<file path="src/rtl/pulse_series_decoder.sv">
// Pulse burst decoder: counts qualified high pulses per burst and reports the count once the line idles.
// Optional build macro PULSE_SERIES_SYNC_EN inserts a 2-flop input synchronizer (+2 cycles latency).
module pulse_series_decoder #(
    parameter int COUNT_WIDTH = 4,
    parameter int IDLE_CYCLES = 8,
    parameter int MIN_WIDTH   = 2
) (
    input  logic                   i_Clk,
    input  logic                   i_Rst,
    input  logic                   i_Data,
    output logic [COUNT_WIDTH-1:0] o_Count,
    output logic                   o_Valid,
    output logic                   o_Overflow,
    output logic                   o_Busy
);

    localparam int WW = $clog2(MIN_WIDTH + 1);
    // The gap counter never has to hold IDLE_CYCLES itself: the low that would
    // reach it triggers the report instead.
    localparam int GW = $clog2(IDLE_CYCLES);

    localparam logic [WW-1:0]          WIDTH_MIN = WW'(MIN_WIDTH);
    localparam logic [GW-1:0]          GAP_LAST  = GW'(IDLE_CYCLES - 1);
    localparam logic [COUNT_WIDTH-1:0] COUNT_MAX = '1;

    typedef enum logic [1:0] {
        IDLE,
        HIGH,
        GAP
    } state_t;

    state_t                 state;
    logic [WW-1:0]          width;
    logic [GW-1:0]          gap;
    logic [COUNT_WIDTH-1:0] pulse_cnt;
    logic                   ovf;
    logic                   d;

`ifdef PULSE_SERIES_SYNC_EN
    logic [1:0] sync_q;

    always_ff @(posedge i_Clk) begin
        if (i_Rst) sync_q <= '0;
        else       sync_q <= {sync_q[0], i_Data};
    end

    assign d = sync_q[1];
`else
    assign d = i_Data;
`endif

    always_ff @(posedge i_Clk) begin
        if (i_Rst) begin
            state      <= IDLE;
            width      <= '0;
            gap        <= '0;
            pulse_cnt  <= '0;
            ovf        <= 1'b0;
            o_Count    <= '0;
            o_Valid    <= 1'b0;
            o_Overflow <= 1'b0;
            o_Busy     <= 1'b0;
        end else begin
            o_Valid <= 1'b0;
            case (state)
                IDLE: begin
                    if (d) begin
                        state     <= HIGH;
                        width     <= WW'(1);
                        pulse_cnt <= '0;
                        ovf       <= 1'b0;
                        o_Busy    <= 1'b1;
                    end
                end
                HIGH: begin
                    if (d) begin
                        if (width != WIDTH_MIN) width <= width + 1'b1;
                    end else if (width >= WIDTH_MIN) begin
                        if (pulse_cnt == COUNT_MAX) ovf <= 1'b1;
                        else                        pulse_cnt <= pulse_cnt + 1'b1;
                        state <= GAP;
                        gap   <= GW'(1);
                    end else if (pulse_cnt == '0) begin
                        // Glitch with nothing counted yet: the burst never started.
                        state  <= IDLE;
                        o_Busy <= 1'b0;
                    end else begin
                        state <= GAP;
                        gap   <= GW'(1);
                    end
                end
                GAP: begin
                    if (d) begin
                        state <= HIGH;
                        width <= WW'(1);
                    end else if (gap == GAP_LAST) begin
                        state      <= IDLE;
                        o_Valid    <= 1'b1;
                        o_Count    <= pulse_cnt;
                        o_Overflow <= ovf;
                        o_Busy     <= 1'b0;
                    end else begin
                        gap <= gap + 1'b1;
                    end
                end
                default: begin
                    state  <= IDLE;
                    o_Busy <= 1'b0;
                end
            endcase
        end
    end

endmodule

</file>
<file path="config.mk">
export PLATFORM = sky130hd
export DESIGN_NAME = pulse_series_decoder
export DESIGN_NICKNAME = d
export VERILOG_FILES = /design/src/rtl/pulse_series_decoder.sv
export SDC_FILE = /design/constraint.sdc
export NUM_CORES = 1
export LEC_CHECK = 0
export CAP_MARGIN = 20
export CORE_MARGIN = 2
export CORE_UTILIZATION = 57
export CTS_BUF_LIST = sky130_fd_sc_hd__clkbuf_16
export DETAILED_ROUTE_END_ITERATION = 10
export PLACE_DENSITY = 0.91
export SYNTH_ARGS = -nofsm -noshare
export SYNTH_HDL_FRONTEND = slang
export SYNTH_SLANG_ARGS = --single-unit
</file>
<file path="constraint.sdc">
create_clock -name i_Clk -period 4.3 [get_ports i_Clk]
set_input_delay 0.43 -clock i_Clk [delete_from_list [all_inputs] [get_ports i_Clk]]
set_output_delay 0.43 -clock i_Clk [all_outputs]
set_load 0.1 [all_outputs]
</file>
# Word-level counts from Yosys, hierarchy flattened
# Cells that the tools add are included.
[classes]
add_sub_neg = 3
n_lt_le_gt_ge = 1
n_eq_ne = 20
muxes = 34
n_bitwise = 2
n_reduce_logical = 14
[ops]
columns = ["operator", "count"]
rows = [
  ["$ne 2x2->1 const B", 13],
  ["$mux 2", 8],
  ["$mux 4", 4],
  ["$mux 3", 5],
  ["$reduce_and 5->1", 3],
  ["$mux 1", 11],
  ["$pmux 4 s2", 1],
  ["$ne 3x3->1 const B", 2],
  ["$pmux 2 s3", 1],
  ["$pmux 3 s2", 1],
  ["$reduce_and 3->1", 2],
  ["$reduce_and 6->1", 1],
  ["$reduce_bool 2->1", 3],
  ["$add 4x1->4 const B", 1],
  ["$eq 4x4->1 const B", 1],
  ["$logic_not 4->1", 1],
  ["$pmux 2 s2", 1],
  ["$reduce_and 4->1", 1],
  ["$add 3x1->3 const B", 1],
  ["$eq 3x3->1 const B", 1],
  ["$pmux 1 s3", 1],
  ["$reduce_or 3->1", 1],
  ["$add 2x1->2 const B", 1],
  ["$eq 2x1->1 const B", 1],
  ["7 further kinds", 8],
]
[word_totals]
ff_bits = 19
input_bits = 3

# Logic depth before layout (Yosys ltp)
[logic_depth]
depth_word = 5
mapped_depth = 6

# Worst setup path after synthesis
# Ideal clock, no wire load.
[synth_path]
path_kind = "register to register"
startpoint = "reg pulse_cnt[0]"
endpoint = "reg pulse_cnt[3]"
setup_time_ns = 0.071
arrival_ns = 1.644
required_time_ns = 4.229
path_slack_ns = 2.585
stages_incl_launch_ff = 7
n_path_buf = 1
period_less_slack_ns = 1.715
cell_sequence = "dfxtp_1 ha_1 and4_4 or2_0 buf_2 or4_1 a21oi_1"
[synth_between]
elab_chain_len = 5
[synth_rtl]
columns = ["element", "line", "source"]
rows = [
  ["start: declaration", "35", "logic [COUNT_WIDTH-1:0] pulse_cnt;"],
  ["start signal: assignment", "80", "else pulse_cnt <= pulse_cnt + 1'b1;"],
  ["$add 4x1->4", "80", ""],
  ["$mux 4", "79", "if (pulse_cnt == COUNT_MAX) ovf <= 1'b1;"],
  ["$mux 4", "78", "end else if (width >= WIDTH_MIN) begin"],
  ["$mux 4", "76", "if (d) begin"],
  ["$pmux 4 s2", "65", "case (state)"],
]
# Parallel ways exist; a longest one is shown, timed or not. The select of a mux whose other input is x is not followed.
# A chain may end at the register's enable or synchronous reset.

# Worst setup path in the final report
[layout_path]
startpoint = "reg o_Busy"
endpoint = "out o_Busy"
[layout_lines]
columns = ["element", "line", "source"]
rows = [
  ["start: declaration", "14", "output logic o_Busy"],
  ["start signal: assignment", "62", "o_Busy <= 1'b0;"],
  ["start signal: assignment", "72", "o_Busy <= 1'b1;"],
  ["start signal: assignment", "86", "o_Busy <= 1'b0;"],
]
# No word-level cell between the ends.

==> flow_metrics.py <==
metrics = {
    "cells_and_area": {
        "syn_to_final_growth_pct": 18.4,
        "drive_above_1_share_pct": 5.41,
        "nets": 120,
        "final_area_um2": 1070,
        "diodes": 0,
        "fin_cells": 127,
    },
    "setup_path": {
        "cp_slowest_stage_delay_ns": 1.14,
        "required_ns": 3.87,
        "cp_slowest_cell": "clkdlybuf4s50_1",
        "r2r.worst_path.cells": 5,
        "crit_type": "register to primary output",
        "arrival_ns": 1.74,
        "r2r_slack_ns": 2.35,
        "critPathBufInv": 1,
        "crit_chain": "clkdlybuf4s50_1",
        "startpoint_type": "register",
        "reg2reg_from": "pulse_cnt[0]",
        "crit_family": "buffers and inverters",
        "worst_setup_path_end_kind": "primary output",
        "path_max_fanout": 3,
        "reg2reg_to": "pulse_cnt[3]",
    },
    "timing": {
        "finClkSkew_ns": 0.00400,
        "max_freq_mhz": 461,
        "min_period_ns": 2.17,
        "max_slew_margin_pct": 34.1,
        "tightest_slew_ns": 0.985,
        "min_period_over_period_pct": 50.4,
        "rsz0062_at_grt": "false",
        "tns_ns": 0,
        "hold_viol_final": 0,
        "drv_slew": 0,
        "finalSetupViolations": 0,
    },
    "placement": {
        "place_inst": 123,
        "gp_congestion": 0.838,
        "dp_hpwl_mm": 1.33,
        "io_buffer_count": 9,
        "placed_cell_area_um2": 990,
    },
    "cts": {
        "insertion_delay_ns": 0.25,
        "clock_sinks": 19,
        "cts_tree": "yes",
        "cts.path.max_buffers": 2,
        "ctsHoldBuffers": 0,
        "postCtsSetupRepairBufs": 0,
        "cts-htree-levels": 1,
        "cts-root-buf": "clkbuf_16",
        "cts_resized": 0,
        "clkTransAtPathRegs_ns": 0.06,
        "numCtsBuffers": 3,
    },
    "floorplanning": {
        "die_w_um": 43.8,
        "die_area_um2": 1920,
        "start_util_pct": 60.7,
        "die_y_um": 43.8,
        "rows": 14,
        "num_io_pins": 10,
        "core_um2": 1490,
    },
    "pwr": {
        "total_power_mw": 0.405,
        "power.leakage_nw": 0.399,
        "ir_drop_mv": 0.325,
        "powerDensity_nw_per_um2": 378,
    },
    "yosys": {
        "synth-compound-area-share_pct": 18.8,
        "synth_top_area_share_pct": 42.1,
        "synth_seq_cells": 19,
        "synth_ff_type": "dfxtp_1",
        "synth-simple-area-share_pct": 21.1,
        "yosysWarnings": 0,
        "synth_top_family_by_area": "simple AND/OR/NAND/NOR gates",
        "synthTopCellsByArea": "dfxtp_1 42%, ha_1 6.9%, a21oi_1 5.5%, mux2i_1 5.5%, nor2_1 4.2%",
        "synthArstFlopShare_pct": 0,
        "synth_xor_area_share_pct": 0,
        "synth_cells": 102,
        "syn_area_per_cell_um2": 8.86,
        "synthMuxAreaShare_pct": 5.54,
        "synthAdderAreaFrac_pct": 6.93,
        "yosysSeqAreaShare_pct": 42.1,
        "synth_common_cells": "19 x dfxtp_1, 10 x a21oi_1, 10 x nor2_1",
        "yosysTopAreaCell": "dfxtp_1",
        "syn-num-nets": 110,
        "synth_cell_types": 31,
        "syn_area_um2": 903,
        "synth_most_common_cell": "dfxtp_1",
        "synth-edff-count": 0,
    },
    "global_routing": {
        "grt_pass1_wl_mm": 3.42,
        "track_usage_pct": 24.4,
        "antenna_found_initial": 0,
        "grt_pass1_vias": 801,
        "grt_overflow": 0,
        "grt_max_degree": 20,
    },
    "drt": {
        "drtIter0Drc": 14,
        "drtPass1Iterations": 5,
        "drt-wirelength-per-cell_um": 15.4,
        "drt_wl_total_mm": 1.96,
        "route.vias.total": 785,
        "antenna_left": 0,
        "post-route-drc-count": 0,
        "drt-vias-per-instance": 6.18,
    },
    "job": {
        "cap_violations": 0,
    },
    "min_path": {
        "worstHoldEndpoint": "gap[2]",
        "min_from": "gap[2]",
        "hold_path.class": "register to register",
        "holdPathStages": 2,
    },
    "run_status": {
        "status": "complete, no violations",
    },
}
[final cells by class]
class / count / area (µm²)
Clock inverter: 1 / 5.00
Multi-Input combinational cell: 72 / 473
Clock buffer: 3 / 75.1
Tap cell: 16 / 20.0
Fill cell: 112 / 419
Inverter: 7 / 26.3
Timing Repair Buffer: 9 / 90.1
Sequential cell: 19 / 380
[state kept, by name, indices dropped and copies added, names as in the netlist, 2 cells and up]
register   count
o_Count        4
pulse_cnt      4
gap            3
state          2
width          2
[power by group]
group          internal, mW  switching (mW)  total [mW]
registers             0.179         0.00393       0.183
clock network         0.125          0.0664       0.191
logic                0.0100          0.0204      0.0304
total                 0.314          0.0907       0.405
[cells in the final DEF (no fill, tap or decap), drive strengths merged]
cell type      netlist  layout
a311o                1       1
o21a                 1       1
dfxtp               19      19
a221oi               3       3
clkinv               0       1
nor3                 3       3
clkbuf               1       3
nor2                10      10
nor2b                1       1
a211oi               1       1
o21ai                6       6
nand3                4       4
a21oi               10      10
o31ai                2       2
clkdlybuf4s50        0       9
or3                  1       1
and4                 1       1
or3b                 1       1
ha                   5       5
mux2i                5       5
nand2b               4       4
o21ba                1       1
inv                  7       7
a31oi                1       1
a22oi                1       1
or2                  1       1
or4                  4       4
nand2                4       4
nand4b               1       1
[worst max-delay path by stage]
stage,start,depth (start not counted),end
floorplan,pulse_cnt[0],6,pulse_cnt[3]
global placement,i_Data,5,pulse_cnt[3]
detailed placement,i_Data,5,pulse_cnt[3]
CTS,o_Busy,1,o_Busy
global route,o_Busy,1,o_Busy
finish,o_Busy,1,o_Busy
[routing by layer]
metal / track usage (%) / vias up / wire length, µm
met3: 5.00 / 5 / 92
met2: 42.4 / 20 / 999
met4: 15.2 / 0 / 31
li1: - / 388 / -
met5: 0 / - / 0
met1: 26.8 / 372 / 832
[stage by stage]
step                utilization (%)  hold WS, ns  worst slack [ns]
finish                         71.8        0.478              2.13
global route                   71.8        0.512              2.10
CTS                            71.8        0.482              2.12
detailed placement             66.5        0.474              2.11
global placement               66.5        0.459              2.17
floorplan                         -        0.447              2.59
[cell families after synthesis]
logic type | count (synthesis)
compound gates | 27
simple gates | 35
flops | 19
fa+ha+maj | 5
mux | 5
buf+inv | 11
Note: power is estimated with default switching activity, not from simulation.
